## src/rtl/fetch_pc_queue.sv

```systemverilog
// Fetch-address queue between the next-PC stage and the I-cache request port.
// Holds {pc, npc} pairs in a power-of-two ring buffer and drops all of them on a redirect flush.
module fetch_pc_queue #(
    parameter int unsigned DEPTH = 4,
    parameter int unsigned PC_W  = 32
) (
    input  logic                   clk,
    input  logic                   rst_n,
    input  logic                   flush_i,
    input  logic                   pc_valid_i,
    input  logic [PC_W-1:0]        pc_i,
    input  logic [PC_W-1:0]        npc_i,
    output logic                   stall_o,
    output logic                   req_valid_o,
    output logic [PC_W-1:0]        req_pc_o,
    output logic [PC_W-1:0]        req_npc_o,
    input  logic                   req_ready_i,
    output logic [$clog2(DEPTH):0] count_o
);

    localparam int unsigned PtrW = $clog2(DEPTH);
    localparam int unsigned CntW = PtrW + 1;

    logic [PC_W-1:0] pc_mem  [DEPTH];
    logic [PC_W-1:0] npc_mem [DEPTH];

    logic [PtrW-1:0] wr_ptr_q, wr_ptr_d;
    logic [PtrW-1:0] rd_ptr_q, rd_ptr_d;
    logic [CntW-1:0] count_q, count_d;

    logic full;
    logic empty;
    logic push;
    logic pop;

    // Full/stall come only from registered count, so no path from req_ready_i to stall_o.
    assign full  = (count_q == CntW'(DEPTH));
    assign empty = (count_q == '0);

    assign stall_o     = full;
    assign req_valid_o = ~empty & ~flush_i;
    assign req_pc_o    = pc_mem[rd_ptr_q];
    assign req_npc_o   = npc_mem[rd_ptr_q];
    assign count_o     = count_q;

    assign push = pc_valid_i & ~full & ~flush_i;
    assign pop  = req_valid_o & req_ready_i;

    always_comb begin
        wr_ptr_d = wr_ptr_q;
        rd_ptr_d = rd_ptr_q;
        count_d  = count_q;
        if (flush_i) begin
            wr_ptr_d = '0;
            rd_ptr_d = '0;
            count_d  = '0;
        end else begin
            if (push) begin
                wr_ptr_d = wr_ptr_q + PtrW'(1);
            end
            if (pop) begin
                rd_ptr_d = rd_ptr_q + PtrW'(1);
            end
            unique case ({push, pop})
                2'b10:   count_d = count_q + CntW'(1);
                2'b01:   count_d = count_q - CntW'(1);
                default: count_d = count_q;
            endcase
        end
    end

    always_ff @(posedge clk or negedge rst_n) begin
        if (!rst_n) begin
            wr_ptr_q <= '0;
            rd_ptr_q <= '0;
            count_q  <= '0;
        end else begin
            wr_ptr_q <= wr_ptr_d;
            rd_ptr_q <= rd_ptr_d;
            count_q  <= count_d;
        end
    end

    // Payload storage is not reset; occupancy alone decides what is valid.
    always_ff @(posedge clk) begin
        if (push) begin
            pc_mem[wr_ptr_q]  <= pc_i;
            npc_mem[wr_ptr_q] <= npc_i;
        end
    end

endmodule

```

## config.mk

```make
export PLATFORM = sky130hd
export DESIGN_NAME = fetch_pc_queue
export DESIGN_NICKNAME = d
export VERILOG_FILES = /design/src/rtl/fetch_pc_queue.sv
export SDC_FILE = /design/constraint.sdc
export NUM_CORES = 1
export LEC_CHECK = 0
export ABC_AREA = 0
export CORE_MARGIN = 2
export CORE_UTILIZATION = 43
export CTS_BUF_LIST = sky130_fd_sc_hd__clkbuf_4 sky130_fd_sc_hd__clkbuf_8
export DETAILED_ROUTE_END_ITERATION = 8
export GPL_ROUTABILITY_DRIVEN = 0
export GPL_TIMING_DRIVEN = 0
export PLACE_DENSITY_LB_ADDON = 0.05
export REMOVE_ABC_BUFFERS = 1
export SLEW_MARGIN = 5
export SYNTH_ARGS = -nofsm -noshare
export SYNTH_HDL_FRONTEND = slang
export SYNTH_SLANG_ARGS = --single-unit
```

## constraint.sdc

```tcl
create_clock -name clk -period 3.2 [get_ports clk]
set_input_delay 0.48 -clock clk [delete_from_list [all_inputs] [get_ports clk]]
set_output_delay 0.48 -clock clk [all_outputs]
set_load 0.1 [all_outputs]
```

==> results.ini, run 1 <==
[die]
initial_core_util = 0.436
die_area_um2 = 24100
fp-row-count = 55
num_io_pins = 138
die-height_um = 155
die_x_um = 155
core_um2 = 22600

[synthesis]
yosys_warnings = 0
synth_seq_area_share = 0.798
async_reset_ff_frac = 0.0266
synth_common_cells = edfxtp_1 (256), mux4_2 (64), buf_2 (8)
netlist_area_um2 = 9850
synth_top_area_share = 0.780
synth_ff_type = edfxtp_1
synth.area.top_cells = edfxtp_1 (78%), mux4_2 (15%), dfrtp_1 (1.8%)
syn_area_per_cell_um2 = 24.5
synthCells = 402
synth_edf_count = 256
synth.ff_latch_count = 263
yosys.area.top_type = edfxtp_1
ys_types = 38
synth.most_common_cell = edfxtp_1

[place]
io_buffers = 137
dp_hpwl_mm = 10.1

[layout]
fin_util = 0.552
drive_gt1_frac = 0.343
antenna_cells = 0
finalNetCount = 648
fill_cells = 1739
area_growth_pct = 26.5

[global_routing]
grt_pass1_vias = 5059
grt_pass1_wl_mm = 28.3
grt_max_degree = 45
antenna_found_initial = 0
grt_overflow = 0
grt.total_usage = 0.158

[job]
maxCapViolations = 0

[routing]
drtPass1Iterations = 6
vias = 4634
vias_per_cell = 5.21
drt_iter0_drc = 196
route.met3.wl_um = 974
top_layer = met4
routed_wirelength_mm = 18.3
antenna_left = 0
avgRoutedWirePerCell_um = 20.6
drc = 0
wl_met1_mm = 7.53
wl_met2_mm = 9.47

[clock_network]
insertion_delay_ns = 0.53
cts.path.max_buffers = 3
cts_hold_buffers = 0
cts-root-buf = clkbuf_8
clkSlewWorstSetupHoldPaths_ns = 0.06
cts_tree = built
cts_made_buffers = 44
clkSinkCount = 263
htreeDepth = 2

[worst_setup_path]
cpPeakStageDelay_ns = 0.85
required_ns = 2.72
cp_top_family = buffers and inverters
worstPathArrival_ns = 2.62
worstSetupStartpointType = flop
crit_cells = 3
r2r_cells = 5
cp_slowest_cell = dlygate4sd2_1
worst-path-buf-inv = 2
critPathMaxFanout = 29
critPathKind = reg2out
crit_chain = buf_16, mux4_2, dlygate4sd2_1
endpoint_kind = output port

[power_and_ir_drop]
ir_drop_mv = 0.425
leakagePower_nw = 4.05
total_power_w = 0.00915
powerDensity_nw_per_um2 = 734

[outcome]
outcome = finished clean

[timing]
tightest_slew_ns = 0.975
clock_skew_ns = 0.0169
finalHoldViolations = 0
period_share = 0.967
min_period_ns = 3.10
fmax_mhz = 323
finalSetupViolCount = 0
finalMaxSlewViolations = 0
rsz0062_at_grt = false
slew_headroom = 0.348
worst_hold_slack_ns = 0.229

[worst_hold_path]
hold_path.class = in2async

[timing repair]
| item | in CTS | in global routing |
|---|---|---|
| endpoints found under the setup margin | 65 | 20 |
| endpoints found under the hold margin | 0 | 0 |
| gates resized for setup | 141 | 39 |
| setup buffers | 2 | 0 |
[flip-flops by register name, summed over array words and instances, names as in the netlist]
register and flops:
count_o 3, wr_ptr_q 2, pc_mem 128, rd_ptr_q 2, npc_mem 128
[report_power, final]
group / switching (W) / internal (W)
Combinational: 0.00170 / 0.000630
Sequential: 0.0000774 / 0.00391
Clock: 0.00121 / 0.00163
[metal layers]
metal | track usage | up-vias
met2 | 0.272 | 125
li1 | - | 2060
met5 | 0 | -
met1 | 0.196 | 2418
met4 | 0.0507 | 0
met3 | 0.0412 | 31
[worst register-to-register path, delay by kind of cell, from the launching register on]
kind	cells	cell delay, ns
DFF	1	0.57
buffers and inverters	2	0.42
and+or+nand+nor	3	1.10
[placed cells by master, fill, tap and decap left out, types with 2 or more instances in the layout]
cell type        instances
nand3_1                  4
clkbuf_4                16
o21ai_1                  2
o22ai_1                  2
clkbuf_2                19
clkbuf_8                48
edfxtp_1               256
dlygate4sd2_1            8
a21oi_1                  4
clkdlybuf4s50_1         71
buf_16                   6
clkinv_2                 3
clkinv_1                 9
mux4_2                  64
inv_1                    4
nor2b_1                  3
dfrtp_1                  5
dfrtp_4                  2
and2_4                   4
buf_12                   2
nand2b_1                 4
nand3b_1                 3
ha_1                     4
clkdlybuf4s15_2         38
[through the flow]
| step | cells | worst slack (ns) | instance area [um^2] | TNS [ns] |
|---|---|---|---|---|
| 2_1_floorplan | 383 | -0.809 | 9710 | -251.02 |
| 3_3_place_gp | 805 | -2.93 | 11400 | -638.07 |
| 3_5_place_dp | 811 | -0.247 | 11600 | -5.93 |
| 4_1_cts | 889 | 0.000900 | 12500 | 0 |
| 5_1_grt | 889 | 0.00141 | 12500 | 0 |
| 6_report | 889 | 0.105 | 12500 | 0 |
[final cells by class]
class	instances	area (um^2)	area share
clock buffers	64	781	0.0627
repair buffers	145	1520	0.122
multi-input cells	115	1840	0.148
clock inverters	12	73.8	0.00592
flip-flops and latches	263	7870	0.632
inverters	5	20.0	0.00161
well taps	285	357	0.0286
[logic make-up after synthesis]
| group | count (synthesis) | synth area share |
|---|---|---|
| fa+ha+maj | 5 | 0.00711 |
| compound gates | 15 | 0.0104 |
| simple gates | 28 | 0.0191 |
| flops | 263 | 0.798 |
| buf+inv | 24 | 0.0160 |
| xor+xnor | 2 | 0.00178 |
| mux | 65 | 0.147 |
[worst paths after layout]
| kind | startpoint | endpoint | slack (ns) |
|---|---|---|---|
| worst min register to register | wr_ptr_q[0]$_DFFE_PN0P_ | wr_ptr_q[0]$_DFFE_PN0P_ | 0.62 |
| worst max-delay path | rd_ptr_q[0]$_DFFE_PN0P_ | req_pc_o[26] | 0.10 |
| worst min-delay path | rst_n | count_o[2]$_DFFE_PN0P_ | 0.23 |
| worst max register to register | count_o[0]$_DFFE_PN0P_ | pc_mem[0][24]$_DFFE_PP_ | 0.80 |
| max in group asynchronous | rst_n | rd_ptr_q[0]$_DFFE_PN0P_ | 2.66 |
| min in group clk | npc_i[13] | npc_mem[0][13]$_DFFE_PP_ | 0.58 |
Note: power is estimated with default switching activity, not from simulation.
==> run 2, diff against run 1 <==
--- a/config.mk
+++ b/config.mk
@@ -18,3 +18,4 @@
 export SYNTH_ARGS = -nofsm -noshare
 export SYNTH_HDL_FRONTEND = slang
 export SYNTH_SLANG_ARGS = --single-unit
+export TNS_END_PERCENT = 10
==> constraint.sdc (replaced) <==
create_clock -name clk -period 3.2 [get_ports clk]
set_input_delay 0.48 -clock clk [delete_from_list [all_inputs] [get_ports clk]]
set_output_delay 0.48 -clock clk [all_outputs]
set_load 0.01 [all_outputs]
==> run 2 against run 1 <==
Routed wire length increased by 0.38%. First-iteration DRC count is 14% higher. Worst setup slack better by 0.097 ns. Sequential share of layout area shrank 0.28 points. Combinational power is 48% lower. Maximum frequency rose by 3.2%. Via count fell by 0.32%. Cell area rose by 0.44%. Register-to-register slack is essentially flat.
==> results.ini, run 2 (synthesized netlist as in run 1, its figures left out) <==
[outcome]
outcome = finished clean  ; unchanged

[layout]
final_common_cell = edfxtp_1  ; unchanged
fill_cells = 1723  ; was 1,739
design_area_um2 = 12500  ; about the same
finalNetCount = 648  ; unchanged
area_growth_pct = 27.1  ; was 26.5%
mostFrequentLayoutCells = edfxtp_1 (256), clkdlybuf4s50_1 (137), mux4_2 (64)  ; was edfxtp_1 (256), clkdlybuf4s50_1 (71), mux4_2 (64)
antenna_cells = 0  ; unchanged
drive_gt1_frac = 0.248  ; was 0.343

[power_and_ir_drop]
total_power_w = 0.00804  ; was 0.00915 W
leakagePower_nw = 3.98  ; was 4.05 nW
clkPwrFrac = 0.353  ; was 0.310
comb_power_share = 0.151  ; was 0.254
swShare = 0.221  ; was 0.326
powerDensity_nw_per_um2 = 642  ; was 734 nW/um^2
ir_drop_mv = 0.363  ; was 0.425 mV
p_sw_w = 0.00177  ; was 0.00298 W
p_int_w = 0.00626  ; was 0.00617 W
seqPwrFrac = 0.496  ; was 0.435

[routing]
drtPass1Iterations = 4  ; was 6
antenna_left = 0  ; unchanged
avgRoutedWirePerCell_um = 20.7  ; was 20.6 um
drt_iter0_drc = 223  ; was 196
vias_per_cell = 5.20  ; was 5.21
vias = 4619  ; was 4,634
routed_wirelength_mm = 18.4  ; was 18.3 mm
drc = 0  ; unchanged

[timing]
fmax_mhz = 334  ; was 323 MHz
finalSetupViolCount = 0  ; unchanged
tightest_slew_ns = 0.650  ; was 0.975 ns
finalHoldViolations = 0  ; unchanged
clock_skew_ns = 0.0196  ; was 0.0169 ns
finalMaxSlewViolations = 0  ; unchanged
slew_headroom = 0.567  ; was 0.348
period_share = 0.937  ; was 0.967
min_period_ns = 3.00  ; was 3.10 ns
rsz0062_at_grt = false  ; unchanged

[worst_setup_path]
endpoint_kind = output port  ; unchanged
cp_slowest_cell = dfrtp_4  ; was dlygate4sd2_1
cp_top_family = buffers and inverters  ; unchanged
reg2reg_from = count_o[2]$_DFFE_PN0P_  ; was count_o[0]$_DFFE_PN0P_
required_ns = 2.72  ; about the same
worstSetupStartpointType = flop  ; unchanged
cpPeakStageDelay_ns = 0.62  ; was 0.85 ns
critPathMaxFanout = 29  ; unchanged
crit_chain = buf_16, mux4_2, clkdlybuf4s50_1  ; was buf_16, mux4_2, dlygate4sd2_1
setup.worst_path.start = rd_ptr_q[0]$_DFFE_PN0P_  ; unchanged
r2r_cells = 5  ; unchanged
critPathKind = reg2out  ; unchanged
r2r_end = pc_mem[0][24]$_DFFE_PP_  ; unchanged
worstPathArrival_ns = 2.52  ; was 2.62 ns
ff2ff_setup_slack_ns = 0.79  ; was 0.80 ns
worst-path-buf-inv = 2  ; unchanged

[job]
maxCapViolations = 0  ; unchanged

[clock_network]
cts_tree = built  ; unchanged
insertion_delay_ns = 0.53  ; about the same
clkSinkCount = 263  ; unchanged
clkSlewWorstSetupHoldPaths_ns = 0.06  ; about the same
cts-root-buf = clkbuf_8  ; unchanged
cts_made_buffers = 44  ; unchanged
cts.path.max_buffers = 3  ; unchanged
cts_resized = 0  ; was 141
htreeDepth = 2  ; unchanged

[global_routing]
grt_pass1_vias = 5043  ; was 5,059
grt_max_degree = 45  ; unchanged
use_met2 = 0.270  ; was 0.272
use_met1 = 0.199  ; was 0.196
grt_pass1_wl_mm = 28.2  ; was 28.3 mm
antenna_found_initial = 0  ; unchanged
met3_usage = 0.0415  ; was 0.0412
grt_overflow = 0  ; unchanged
grt.total_usage = 0.158  ; about the same
busiest_layer = met2  ; unchanged

[die]
die-height_um = 155  ; unchanged
die_area_um2 = 24100  ; unchanged
num_io_pins = 138  ; unchanged
fp-row-count = 55  ; unchanged
die_x_um = 155  ; unchanged
initial_core_util = 0.436  ; unchanged
core_um2 = 22600  ; unchanged

[worst_hold_path]
hold_path.class = in2async  ; unchanged

[place]
io_buffers = 137  ; unchanged
dp_hpwl_mm = 10.1  ; unchanged
place_area_um2 = 11600  ; unchanged

-- run 2: metrics by stage --
stage	cells	utilization	worst slack [ns]	hold slack, ns	setup TNS [ns]
floorplan	383	-	-0.567	0.184	-36.28
global placement	805	0.507	-2.38	0.574	-603.00
detailed placement	811	0.515	0.219	0.621	0
CTS	889	0.555	0.109	0.202	0
global route	889	0.555	0.0607	0.215	0
finish	889	0.555	0.202	0.227	0
-- run 2: layer usage --
layer	part of all wire	wire, um	vias up
met4	0.020	369	0
met1	0.41	7560	2398
met3	0.055	1000	33
met5	0	0	-
li1	-	-	2060
met2	0.51	9470	128
-- run 2: power by group through the flow --
| stage | Sequential, W | Clock (W) | Combinational, W |
|---|---|---|---|
| 3_3_place_gp | 0.00418 | 0 | 0.00110 |
| 2_1_floorplan | 0.00411 | 0 | 0.000534 |
| 4_1_cts | 0.00399 | 0.00295 | 0.00125 |
| 6_report | 0.00398 | 0.00284 | 0.00122 |
| 5_1_grt | 0.00400 | 0.00309 | 0.00131 |
| 3_5_place_dp | 0.00411 | 0 | 0.00115 |
-- run 2: cell type report --
| cell class | instances | area [um^2] | share of cell area |
|---|---|---|---|
| inverter | 5 | 20.0 | 0.00160 |
| tap | 285 | 357 | 0.0285 |
| clock buffer | 64 | 781 | 0.0624 |
| clock inverter | 12 | 73.8 | 0.00590 |
| multi-input combinational | 115 | 1840 | 0.147 |
| sequential | 263 | 7870 | 0.629 |
| timing repair buffer | 145 | 1580 | 0.126 |
-- run 2: worst max path at each step --
stage / end / cells past startpoint / slack (ns)
5_1_grt: req_pc_o[31] / 3 / 0.06
4_1_cts: req_npc_o[23] / 3 / 0.11
2_1_floorplan: req_npc_o[0] / 1 / -0.57
3_5_place_dp: pc_mem[0][18]$_DFFE_PP_ / 5 / 0.22
3_3_place_gp: req_npc_o[23] / 2 / -2.38
6_report: req_npc_o[23] / 3 / 0.20
-- run 2: timing repair --
| action | 4_1_cts | 5_1_grt |
|---|---|---|
| endpoints found under the setup margin | 44 | 0 |
| endpoints found under the hold margin | 0 | 0 |
| hold buffers | 0 | 0 |
| setup buffers | 2 | 0 |
==> run 3, diff against run 2 <==
==> constraint.sdc (replaced) <==
create_clock -name clk -period 3.25 [get_ports clk]
set_input_delay 0.4875 -clock clk [delete_from_list [all_inputs] [get_ports clk]]
set_output_delay 0.4875 -clock clk [all_outputs]
set_load 0.01 [all_outputs]
==> results of run 3 <==
Same layout as run 2 (identical final DEF). Status: finished clean.
Among the figures that moved: setup slack after placement 0.219 ns -> 0.261 ns; setup slack after layout 0.202 ns -> 0.245 ns; hold slack 0.227 ns -> 0.234 ns; register-to-register setup slack 0.79 ns -> 0.84 ns; total power 0.00804 W -> 0.00791 W; worst IR drop on VDD 0.363 mV -> 0.357 mV
